==> src/rtl/keypad_mmio_pkg.sv <==
// Shared definitions for the keypad peripheral: function codes, address
// field offsets and register bit positions.
package keypad_mmio_pkg;

  typedef enum logic [3:0] {
    FUNC_LED    = 4'd0,
    FUNC_GLYPH  = 4'd1,
    FUNC_STATUS = 4'd2,
    FUNC_GLOBAL = 4'd3,
    FUNC_LOG    = 4'd4
  } func_e;

  // Address fields: func = addr[11:8], key = addr[3:0]
  localparam int FUNC_LSB = 8;
  localparam int KEY_LSB  = 0;

  // Key status register
  localparam int ST_LEVEL_BIT = 0;
  localparam int ST_PRESS_BIT = 1;

  // Global register
  localparam int GL_VALID_BIT = 0;
  localparam int GL_OVR_BIT   = 1;
  localparam int GL_LOVF_BIT  = 2;
  localparam int GL_COUNT_LSB = 8;

  // Log pop word
  localparam int LOG_VALID_BIT = 15;

  // Number of set bits in a key vector (at most 16 keys)
  function automatic logic [4:0] count_ones(input logic [15:0] v);
    logic [4:0] n;
    n = '0;
    for (int i = 0; i < 16; i++) n = n + 5'(v[i]);
    return n;
  endfunction

endpackage

==> src/rtl/keypad_mmio_if.sv <==
// Bus and glyph-handshake bundle for keypad_mmio. The master side is the
// CPU bus together with the OLED driver; the slave side is the peripheral.
interface keypad_mmio_if #(
  parameter int DATA_WIDTH = 16,
  parameter int ADDR_WIDTH = 16
);
  logic [DATA_WIDTH-1:0] data;
  logic [ADDR_WIDTH-1:0] addr;
  logic                  we;
  logic                  en;
  logic [DATA_WIDTH-1:0] q;
  logic                  glyph_valid;
  logic [3:0]            glyph_key;
  logic [DATA_WIDTH-1:0] glyph_data;
  logic                  glyph_ready;

  modport master (
    output data, addr, we, en, glyph_ready,
    input  q, glyph_valid, glyph_key, glyph_data
  );

  modport slave (
    input  data, addr, we, en, glyph_ready,
    output q, glyph_valid, glyph_key, glyph_data
  );
endinterface

==> src/rtl/keypad_mmio_debounce.sv <==
// One key input path: 2-FF synchronizer, debounce counter and a one-cycle
// pulse on the rising edge of the debounced level.
module key_debounce #(
  parameter int DEBOUNCE_CYCLES = 50000
) (
  input  logic clk,
  input  logic rst,
  input  logic raw,
  output logic level,
  output logic rise
);
  localparam int CNT_W = (DEBOUNCE_CYCLES > 1) ? $clog2(DEBOUNCE_CYCLES + 1) : 1;
  localparam logic [CNT_W-1:0] CNT_LAST = CNT_W'(DEBOUNCE_CYCLES - 1);

  logic             sync0;
  logic             sync1;
  logic             level_d;
  logic [CNT_W-1:0] cnt;

  // Synchronize, then flip the level after DEBOUNCE_CYCLES consecutive differing samples
  // NOTE: every register here uses <= so all stages see the pre-edge values of their neighbours.
  always_ff @(posedge clk) begin
    if (rst) begin
      sync0   <= 1'b0;
      sync1   <= 1'b0;
      level   <= 1'b0;
      level_d <= 1'b0;
      cnt     <= '0;
    end else begin
      sync0   <= raw;
      sync1   <= sync0;
      level_d <= level;
      if (sync1 == level) begin
        cnt <= '0;
      end else if (cnt == CNT_LAST) begin
        level <= ~level;
        cnt   <= '0;
      end else begin
        cnt <= cnt + 1'b1;
      end
    end
  end

  assign rise = level & ~level_d;

endmodule

==> src/rtl/keypad_mmio.sv <==
// Memory-mapped keypad: per-key LED, debounced status with sticky press
// flags, glyph ready/valid handshake and a registered read port.
// Optional macro KEYPAD_ORDER_LOG_EN adds an in-order press log (func 4).
module keypad_mmio
  import keypad_mmio_pkg::*;
#(
  parameter int DATA_WIDTH      = 16,
  parameter int ADDR_WIDTH      = 16,
  parameter int N_KEYS          = 4,
  parameter int DEBOUNCE_CYCLES = 50000
) (
  input  logic              clk,
  input  logic              rst,
  keypad_mmio_if.slave      bus,
  input  logic [N_KEYS-1:0] keys_in,
  output logic [N_KEYS-1:0] leds
);

  func_e                 func;
  logic [3:0]            key;
  logic                  key_ok;
  logic                  wr;
  logic                  rd;
  logic [N_KEYS-1:0]     level;
  logic [N_KEYS-1:0]     rise;
  logic [N_KEYS-1:0]     flags;
  logic                  ovr;
  logic                  lovf;
  logic                  sel_led;
  logic                  sel_level;
  logic                  sel_flag;
  logic [DATA_WIDTH-1:0] log_word;
  logic [DATA_WIDTH-1:0] rd_data;
  logic                  unused_addr;

  assign func        = func_e'(bus.addr[FUNC_LSB +: 4]);
  assign key         = bus.addr[KEY_LSB +: 4];
  assign key_ok      = int'(key) < N_KEYS;
  assign wr          = bus.en && bus.we && key_ok;
  assign rd          = bus.en && !bus.we;
  assign unused_addr = ^bus.addr;

  for (genvar i = 0; i < N_KEYS; i++) begin : g_key
    key_debounce #(.DEBOUNCE_CYCLES(DEBOUNCE_CYCLES)) u_deb (
      .clk   (clk),
      .rst   (rst),
      .raw   (keys_in[i]),
      .level (level[i]),
      .rise  (rise[i])
    );
  end

  // LED writes and press flags; a press wins over a same-cycle clear
  always_ff @(posedge clk) begin
    if (rst) begin
      leds  <= '0;
      flags <= '0;
    end else begin
      for (int i = 0; i < N_KEYS; i++) begin
        if (wr && func == FUNC_LED && key == 4'(i)) leds[i] <= bus.data[0];
        if (rise[i])
          flags[i] <= 1'b1;
        else if (wr && func == FUNC_STATUS && key == 4'(i) && bus.data[ST_PRESS_BIT])
          flags[i] <= 1'b0;
      end
    end
  end

  // Glyph handshake; a write during the transfer cycle still counts as busy
  always_ff @(posedge clk) begin
    if (rst) begin
      bus.glyph_valid <= 1'b0;
      bus.glyph_key   <= '0;
      bus.glyph_data  <= '0;
      ovr             <= 1'b0;
    end else begin
      if (bus.glyph_valid && bus.glyph_ready) bus.glyph_valid <= 1'b0;
      if (wr && func == FUNC_GLYPH) begin
        if (bus.glyph_valid) begin
          ovr <= 1'b1;
        end else begin
          bus.glyph_valid <= 1'b1;
          bus.glyph_key   <= key;
          bus.glyph_data  <= bus.data;
        end
      end else if (wr && func == FUNC_GLOBAL && bus.data[GL_OVR_BIT]) begin
        ovr <= 1'b0;
      end
    end
  end

`ifdef KEYPAD_ORDER_LOG_EN
  localparam int PTR_W = (N_KEYS > 1) ? $clog2(N_KEYS) : 1;
  localparam logic [PTR_W-1:0] PTR_LAST = PTR_W'(N_KEYS - 1);

  logic [3:0]       log_mem [2**PTR_W];
  logic [PTR_W-1:0] wr_ptr;
  logic [PTR_W-1:0] rd_ptr;
  logic [4:0]       log_cnt;
  logic [3:0]       push_idx;
  logic             push_req;
  logic             push_multi;
  logic             push_ok;
  logic             pop;

  // Lowest pressed index this cycle
  // NOTE: default assignment first so the loop cannot leave push_idx unassigned (no latch).
  always_comb begin
    push_idx = '0;
    for (int i = N_KEYS - 1; i >= 0; i--) if (rise[i]) push_idx = 4'(i);
  end

  assign push_req   = |rise;
  assign push_multi = (rise & (rise - 1'b1)) != '0;
  assign pop        = rd && key_ok && func == FUNC_LOG && log_cnt != '0;
  assign push_ok    = push_req && (log_cnt != 5'(N_KEYS) || pop);

  // Log pointers, occupancy and overflow flag
  always_ff @(posedge clk) begin
    if (rst) begin
      wr_ptr  <= '0;
      rd_ptr  <= '0;
      log_cnt <= '0;
      lovf    <= 1'b0;
    end else begin
      if (push_ok) wr_ptr <= (wr_ptr == PTR_LAST) ? '0 : wr_ptr + 1'b1;
      if (pop)     rd_ptr <= (rd_ptr == PTR_LAST) ? '0 : rd_ptr + 1'b1;
      log_cnt <= log_cnt + 5'(push_ok) - 5'(pop);
      if ((push_req && !push_ok) || push_multi)
        lovf <= 1'b1;
      else if (wr && func == FUNC_GLOBAL && bus.data[GL_LOVF_BIT])
        lovf <= 1'b0;
    end
  end

  // Log storage
  // NOTE: no reset on the storage array; the pointers and count define what is valid.
  always_ff @(posedge clk) begin
    if (push_ok) log_mem[wr_ptr] <= push_idx;
  end

  always_comb begin
    log_word = '0;
    if (log_cnt != '0) begin
      log_word[LOG_VALID_BIT] = 1'b1;
      log_word[3:0]           = log_mem[rd_ptr];
    end
  end
`else
  assign lovf     = 1'b0;
  assign log_word = '0;
`endif

  // Pick the addressed key's LED, level and flag
  always_comb begin
    sel_led   = 1'b0;
    sel_level = 1'b0;
    sel_flag  = 1'b0;
    for (int i = 0; i < N_KEYS; i++) begin
      if (key == 4'(i)) begin
        sel_led   = leds[i];
        sel_level = level[i];
        sel_flag  = flags[i];
      end
    end
  end

  // Read data multiplexer; unmapped keys and functions read 0
  always_comb begin
    rd_data = '0;
    if (key_ok) begin
      case (func)
        FUNC_LED:    rd_data[0] = sel_led;
        FUNC_STATUS: begin
          rd_data[ST_LEVEL_BIT] = sel_level;
          rd_data[ST_PRESS_BIT] = sel_flag;
        end
        FUNC_GLOBAL: begin
          rd_data[GL_VALID_BIT]       = bus.glyph_valid;
          rd_data[GL_OVR_BIT]         = ovr;
          rd_data[GL_LOVF_BIT]        = lovf;
          rd_data[GL_COUNT_LSB +: 5]  = count_ones(16'(flags));
        end
        FUNC_LOG:    rd_data = log_word;
        default:     rd_data = '0;
      endcase
    end
  end

  // Registered read port: updates only on a read access
  always_ff @(posedge clk) begin
    if (rst)     bus.q <= '0;
    else if (rd) bus.q <= rd_data;
  end

endmodule

==> src/flat_wrapper.sv <==
// flat-port wrapper written by rule: the top's interface ports become plain ports
module keypad_mmio_flat import keypad_mmio_pkg::*;
#(
  parameter int DATA_WIDTH      = 16,
  parameter int ADDR_WIDTH      = 16,
  parameter int N_KEYS          = 4,
  parameter int DEBOUNCE_CYCLES = 50000
)
  (clk, rst, keys_in, leds, bus_data, bus_addr, bus_we, bus_en, bus_glyph_ready, bus_q, bus_glyph_valid, bus_glyph_key, bus_glyph_data);
  keypad_mmio_if #(.DATA_WIDTH(DATA_WIDTH), .ADDR_WIDTH(ADDR_WIDTH)) bus_i ();
  input  logic clk;
  input  logic rst;
  input  logic [N_KEYS-1:0] keys_in;
  output logic [N_KEYS-1:0] leds;
  input wire logic [$bits(bus_i.data)-1:0] bus_data;
  input wire logic [$bits(bus_i.addr)-1:0] bus_addr;
  input wire logic [$bits(bus_i.we)-1:0] bus_we;
  input wire logic [$bits(bus_i.en)-1:0] bus_en;
  input wire logic [$bits(bus_i.glyph_ready)-1:0] bus_glyph_ready;
  output wire logic [$bits(bus_i.q)-1:0] bus_q;
  output wire logic [$bits(bus_i.glyph_valid)-1:0] bus_glyph_valid;
  output wire logic [$bits(bus_i.glyph_key)-1:0] bus_glyph_key;
  output wire logic [$bits(bus_i.glyph_data)-1:0] bus_glyph_data;
  assign bus_i.data = bus_data;
  assign bus_i.addr = bus_addr;
  assign bus_i.we = bus_we;
  assign bus_i.en = bus_en;
  assign bus_i.glyph_ready = bus_glyph_ready;
  assign bus_q = bus_i.q;
  assign bus_glyph_valid = bus_i.glyph_valid;
  assign bus_glyph_key = bus_i.glyph_key;
  assign bus_glyph_data = bus_i.glyph_data;
  keypad_mmio #(.DATA_WIDTH(DATA_WIDTH), .ADDR_WIDTH(ADDR_WIDTH), .N_KEYS(N_KEYS), .DEBOUNCE_CYCLES(DEBOUNCE_CYCLES)) u_core (.clk(clk), .rst(rst), .bus(bus_i), .keys_in(keys_in), .leds(leds));
endmodule
==> config.mk <==
export PLATFORM = sky130hd
export DESIGN_NAME = keypad_mmio_flat
export DESIGN_NICKNAME = d
export VERILOG_FILES = /design/src/rtl/keypad_mmio_pkg.sv /design/src/rtl/keypad_mmio_if.sv /design/src/rtl/keypad_mmio_debounce.sv /design/src/rtl/keypad_mmio.sv /design/src/flat_wrapper.sv
export SDC_FILE = /design/constraint.sdc
export NUM_CORES = 1
export LEC_CHECK = 0
export CORE_MARGIN = 1
export CORE_UTILIZATION = 55
export DETAILED_ROUTE_END_ITERATION = 10
export PLACE_DENSITY = 0.79
export SKIP_CTS_REPAIR_TIMING = 1
export SYNTH_ARGS = -nofsm -noshare
export SYNTH_HDL_FRONTEND = slang
export SYNTH_SLANG_ARGS = --single-unit
==> constraint.sdc <==
create_clock -name clk -period 3.4 [get_ports clk]
set_clock_uncertainty 0.15 [all_clocks]
set_input_delay 0.68 -clock clk [delete_from_list [all_inputs] [get_ports clk]]
set_output_delay 0.68 -clock clk [all_outputs]
set_load 0.005 [all_outputs]
==> flow_metrics.py, run 1 <==
metrics = {
    "worst_setup_path": {
        "cp-start-kind": "flip-flop",
        "cp_top_family": "buffers and inverters",
        "critical_path.max_fanout": 5,
        "cp-startpoint": "u_core.bus.glyph_valid",
        "cpMaxStageDelayCell": "clkdlybuf4s50_1",
        "required_ns": 2.57,
        "r2r_cells": 5,
        "r2r-start": "u_core.g_key[3].u_deb.cnt[0]",
        "cp_data_arrival_time_ns": 1.47,
        "cp_num_cells": 1,
        "cp_cell_sequence": "clkdlybuf4s50_1",
        "cp_slowest_stage_delay_ns": 0.54,
        "critPathCaptureType": "output pin",
        "crit_type": "reg -> out",
        "worst-path-buf-inv": 1,
    },
    "routing": {
        "post_drt_wl_per_cell_um": 13.83,
        "via_per_inst": 5.534,
        "ant_nets": 0,
        "drt_pass1_iterations": 4,
        "wl_mm": 9.864,
        "drc": 0,
        "route.vias.total": 3946,
        "drt_iter0_drc": 140,
    },
    "cts": {
        "insertion_delay_ns": 0.51,
        "root_buffer": "clkbuf_8",
        "clk_pin_slew_ns": 0.05,
        "cts.htree.levels": 4,
        "cts_sinks": 115,
        "tritoncts": "done",
        "cts_inserted_buffers": 17,
        "clockBufferDepth": 2,
    },
    "power_and_ir_drop": {
        "ir_drop_mv": 0.3210,
        "pwr_density_cell_nw_per_um2": 526.6,
        "power_switching_w": 0.0006637,
        "clock_power_share_pct": 55.4,
        "swShare_pct": 20.42,
        "power_frac_comb_pct": 2.8,
        "p_seq_share_pct": 41.8,
        "p_int_w": 0.002586,
        "p_leak_nw": 2.133,
    },
    "synthesis": {
        "yosys-top-cells-area": "dfxtp_1 (47%), nor2_1 (6.9%), mux2i_1 (5.5%)",
        "ys_warn_count": 0,
        "synthDistinctLibCells": 46,
        "ys_async_sr_fraction_pct": 0,
        "ys.flop_type": "dfxtp_1",
        "yosysTopAreaCellShare_pct": 46.77,
        "synth_edf_count": 0,
        "synth_seq_cells": 115,
        "netlist_instances": 528,
        "yosysTopAreaCell": "dfxtp_1",
        "yosysMostFrequentCell": "dfxtp_1",
        "synth_seq_area_share_pct": 46.77,
        "syn_area_um2": 4922,
        "ys_top_cells_by_count": "dfxtp_1 (115), nor2_1 (90), xnor2_1 (28)",
        "synth.avg_cell_area_um2": 9.322,
    },
    "cells_and_area": {
        "num-fill-cells": 643,
        "seqCellArea_um2": 2302,
        "synthToLayoutAreaGrowth_pct": 25.37,
        "drive_gt1_share_pct": 6.777,
        "fin_nets": 641,
        "multiInputGateArea_um2": 2427,
        "diodes": 0,
    },
    "global_route": {
        "antenna_found_initial": 0,
        "grt_pass1_wl_mm": 17.15,
        "grt_usage_pct": 22.27,
        "grt_util_met1_pct": 24.81,
        "busiest_layer": "met2",
        "grt_pass1_vias": 3994,
        "met2_usage_pct": 38.24,
        "grtUsageMet3_pct": 7.876,
        "grt-ovfl-total": 0,
        "grt_max_degree": 33,
    },
    "sta": {
        "relSlewSlack_pct": 64.31,
        "tns_ns": 0,
        "tightest_slew_ns": 0.5279,
        "max_freq_mhz": 433.9,
        "fin_hold_ws_ns": 0.2867,
        "final-setup-viol-count": 0,
        "hold_violations": 0,
        "finalCritPeriodShare_pct": 67.78,
        "rsz0062_at_grt": "false",
        "drv_slew": 0,
        "period_minus_slack_ns": 2.305,
    },
    "floorplan": {
        "die_area_um2": 9332,
        "row_count": 34,
        "core-area_um2": 8678,
        "ios": 82,
        "floorplan.initialDensity_pct": 56.72,
        "fp.dieW_um": 96.60,
        "die_h_um": 96.60,
    },
    "placement": {
        "dpl.hpwl_mm": 6.602,
        "io_buffers": 62,
        "finalWeightedCongestion": 0.8138,
    },
    "worst_hold_path": {
        "hp-class": "reg -> reg",
        "hold_start": "u_core.g_key[3].u_deb.sync0",
        "holdPathStages": 1,
    },
    "job": {
        "cap_violations": 0,
    },
    "status": {
        "status": "finished, final reports clean",
    },
}
==> stage by stage <==
step	cell area, um^2	setup WS, ns	total power [W]	utilization (%)	std cells
final	6171	1.095	0.003250	71.11	713
after global routing	6171	0.9692	0.003348	71.11	713
after CTS	6171	1.088	0.003277	71.11	713
after detailed placement	5567	0.6479	0.001477	64.14	682
after global placement	5567	0.7318	0.001474	64.14	682
after floorplan	4960	1.217	0.001434	-	538
==> cell usage in the layout, fill, tap and decap left out, types with 2 or more instances in the layout <==
cell,synthesis,final
nor3b_1,4,3
nand4_1,21,21
clkinvlp_4,0,4
nand2_1,19,19
inv_1,11,11
and4b_1,2,2
nand2b_1,6,6
dfxtp_1,115,115
nor3_1,8,8
and2_1,4,4
clkbuf_16,0,16
nand3_1,23,23
or3_1,10,10
nor4bb_1,6,6
nor4b_1,4,4
xor2_1,23,23
mux4_2,2,2
nand4b_1,2,2
conb_1,1,11
nor2b_1,12,12
or4_1,2,2
o21ai_0,13,13
mux2i_1,27,27
bufinv_16,0,4
a311oi_1,2,2
clkinv_2,0,2
clkdlybuf4s50_1,0,61
nor4_1,7,7
and4_1,7,7
buf_4,13,6
nor2_1,90,90
a21oi_1,15,15
clkinv_4,0,3
xnor2_1,28,28
ha_1,6,6
and3_1,11,11
a22oi_1,5,5
==> power groups by stage <==
stage	clock, W	sequential (W)	combinational (W)
6_report	0.00180	0.00136	0.0000907
5_1_grt	0.00189	0.00136	0.0000984
4_1_cts	0.00183	0.00136	0.0000905
3_5_place_dp	0	0.00139	0.0000896
3_3_place_gp	0	0.00139	0.0000875
2_1_floorplan	0	0.00139	0.0000476
==> path summary, 6_finish.rpt <==
check             slack (ns)                             to
setup / recovery        1.10                bus_glyph_valid
hold / removal          0.29    u_core.g_key[3].u_deb.sync1
setup reg to reg        1.18  u_core.g_key[3].u_deb.cnt[14]
hold reg to reg         0.29    u_core.g_key[3].u_deb.sync1
==> final cells by class <==
class	instances	area share [%]
Inverter	11	0.6691
Clock inverter	13	3.021
Clock buffer	18	6.772
Sequential cell	115	37.31
Timing Repair Buffer	68	10.71
Tap cell	108	2.190
Multi-Input combinational cell	380	39.33
==> logic make-up after synthesis <==
logic type	Yosys count	share of synthesized area, %
muxes	29	6.406
DFF	115	46.77
xor gates and xnor gates	51	9.075
other	1	0.07619
adders and majority gates	7	1.932
buffers and inverters	43	4.779
AOI/OAI and AO/OA	39	4.576
and+or+nand+nor	243	26.39
==> worst reg2reg max path: stages (launching register included) <==
cell,delay [ns]
dfxtp_1,0.37
ha_1,0.19
nand3_1,0.26
nor4_2,0.48
or3_1,0.52
nor2_1,0.12
==> per-layer routing <==
layer / share of wire, % / up-vias
met3: 6.2 / 14
met1: 43 / 1878
met4: 1.3 / 0
met5: 0 / -
li1: - / 1956
met2: 49 / 98
==> sequential cells by signal (all words and copies together) (netlist names) <==
register                    flops
u_core.bus.q                    5
u_core.g_key.u_deb.level        4
u_core.g_key.u_deb.sync0        4
u_core.bus.glyph_data          16
u_core.g_key.u_deb.sync1        4
u_core.bus.glyph_key            4
u_core.bus.glyph_valid          1
u_core.g_key.u_deb.level_d      4
u_core.ovr                      1
u_core.g_key.u_deb.cnt         64
u_core.flags                    4
u_core.leds                     4
No activity file was read; power rests on OpenSTA's default activity.
==> run 2, diff against run 1 <==
CORE_UTILIZATION = 48   (was 55)
PLACE_DENSITY = 0.73   (was 0.79)
clock period = 2.1 ns   (was 3.4 ns; I/O delays follow)
==> run 2 against run 1 <==
  * Register-to-register slack lost 1.0 ns
  * First-iteration DRC count decreased by 3.6%
  * Sequential power up 62%
  * Final area increased by 2.6%
  * Sequential share of layout area decreased by 0.94 points
  * Worst setup slack lost 0.99 ns
  * Critical path type unchanged
  * Core utilization fell by 6.9 points
==> flow_metrics.py, run 2 (synthesis results as in run 1) <==
metrics = {
    "status": {
        "status": "finished, final reports clean",
    },
    "floorplan": {
        "floorplan.initialDensity_pct": 49.90,
        "core-area_um2": 9864,
        "ios": 82,
        "die_area_um2": 10660,
        "fp.dieW_um": 103.3,
        "die_h_um": 103.3,
        "row_count": 36,
    },
    "sta": {
        "rsz0062_at_grt": "false",
        "period_minus_slack_ns": 1.999,
        "hold_violations": 0,
        "finalCritPeriodShare_pct": 95.19,
        "final-setup-viol-count": 0,
        "fin_hold_ws_ns": 0.07674,
        "max_freq_mhz": 500.2,
        "drv_slew": 0,
    },
    "power_and_ir_drop": {
        "power_frac_comb_pct": 3.1,
        "swShare_pct": 21.60,
        "p_leak_nw": 2.213,
        "p_int_w": 0.004106,
        "ir_drop_mv": 0.7704,
        "clock_power_share_pct": 54.9,
        "power_switching_w": 0.001131,
        "pwr_density_cell_nw_per_um2": 826.8,
        "p_seq_share_pct": 42.0,
        "power_w": 0.005237,
    },
    "placement": {
        "dpl.hpwl_mm": 6.909,
        "finalWeightedCongestion": 0.8261,
        "io_buffers": 62,
    },
    "cells_and_area": {
        "diodes": 0,
        "largest_reg_flops": 64,
        "reg_top3": "u_core.g_key.u_deb.cnt x64, u_core.bus.glyph_data x16, u_core.bus.q x5",
        "final_common_cell": "dfxtp_1",
        "final_core_util_pct": 64.21,
        "multiInputGateArea_um2": 2427,
        "largest_register": "u_core.g_key.u_deb.cnt",
        "seqCellArea_um2": 2303,
        "synthToLayoutAreaGrowth_pct": 28.67,
        "fin_nets": 656,
        "num-fill-cells": 841,
        "drive_gt1_share_pct": 9.340,
        "final_cell_mix": "dfxtp_1 (114), nor2_1 (90), clkdlybuf4s50_1 (61), xnor2_1 (28), mux2i_1 (27)",
    },
    "global_route": {
        "met2_usage_pct": 34.87,
        "antenna_found_initial": 0,
        "grt_util_met1_pct": 23.02,
        "grt_pass1_vias": 3834,
        "busiest_layer": "met2",
        "grtUsageMet3_pct": 9.140,
        "grt_usage_pct": 20.72,
        "grt_pass1_wl_mm": 16.89,
        "grt_max_degree": 28,
        "grt-ovfl-total": 0,
    },
    "worst_setup_path": {
        "worst-path-buf-inv": 1,
        "r2r_slack_ns": 0.18,
        "crit_type": "reg -> out",
        "cp_data_arrival_time_ns": 1.43,
        "critical_path.max_fanout": 3,
        "cp_cell_sequence": "clkdlybuf4s50_1",
        "cpMaxStageDelayCell": "clkdlybuf4s50_1",
        "cp-start-kind": "flip-flop",
        "cp_slowest_stage_delay_ns": 0.54,
        "cp_top_family": "buffers and inverters",
        "critPathCaptureType": "output pin",
        "required_ns": 1.53,
    },
    "routing": {
        "post_drt_wl_per_cell_um": 13.30,
        "via_per_inst": 5.206,
        "drc": 0,
        "drt_pass1_iterations": 4,
        "route.vias.total": 3925,
        "ant_nets": 0,
        "wl_mm": 10.03,
        "drt_iter0_drc": 135,
    },
    "cts": {
        "clk_pin_slew_ns": 0.06,
        "cts_inserted_buffers": 17,
        "tritoncts": "done",
        "insertion_delay_ns": 0.52,
        "root_buffer": "clkbuf_8",
        "cts.htree.levels": 4,
        "clockBufferDepth": 2,
        "cts_sinks": 115,
    },
    "job": {
        "cap_violations": 0,
    },
    "worst_hold_path": {
        "hp-class": "in -> reg",
    },
}
==> run 2: power by group through the flow <==
stage                     Sequential, W  Clock (W)  Combinational (W)
after floorplan                 0.00224          0          0.0000771
after global placement          0.00225          0           0.000159
after detailed placement        0.00225          0           0.000163
after CTS                       0.00220    0.00294           0.000163
after global routing            0.00220    0.00305           0.000179
final                           0.00220    0.00288           0.000162
==> run 2: per-layer routing <==
| layer | share of wire [%] | vias to the layer above |
|---|---|---|
| met1 | 44 | 1869 |
| met3 | 5.1 | 10 |
| met5 | 0 | - |
| met4 | 1.1 | 0 |
| li1 | - | 1981 |
| met2 | 50 | 65 |
==> run 2: through the flow <==
step	worst slack [ns]	TNS, ns	std cells	cell area, um^2
after global routing	0.02428	0	754	6334
after floorplan	0.1770	0	538	4960
after global placement	-0.2703	-4.892	722	5736
after detailed placement	-0.2715	-4.889	722	5736
final	0.1009	0	754	6334
after CTS	0.02758	0	754	6332
==> run 2: final timing paths <==
| check | from | to | depth (start not counted) |
|---|---|---|---|
| max | u_core.bus.q[0] | bus_q[0] | 1 |
| min | rst | u_core.g_key[0].u_deb.level | 2 |
| max reg2reg | u_core.g_key[3].u_deb.cnt[5] | u_core.g_key[3].u_deb.cnt[5] | 5 |
| min reg2reg | u_core.g_key[2].u_deb.sync0 | u_core.g_key[2].u_deb.sync1 | 1 |
==> run 2: area by class of cell <==
class	instances	area share (%)
multi-input combinational	380	38.32
clock inverter	14	2.825
timing repair buffer	83	12.60
sequential	115	36.37
clock buffer	18	6.598
inverter	11	0.6519
tap	133	2.627
==> run 3, diff against run 2 <==
SLEW_MARGIN = 30   (was not set)
==> results of run 3 <==
No change in the layout: final DEF, timing and power equal those of run 2.
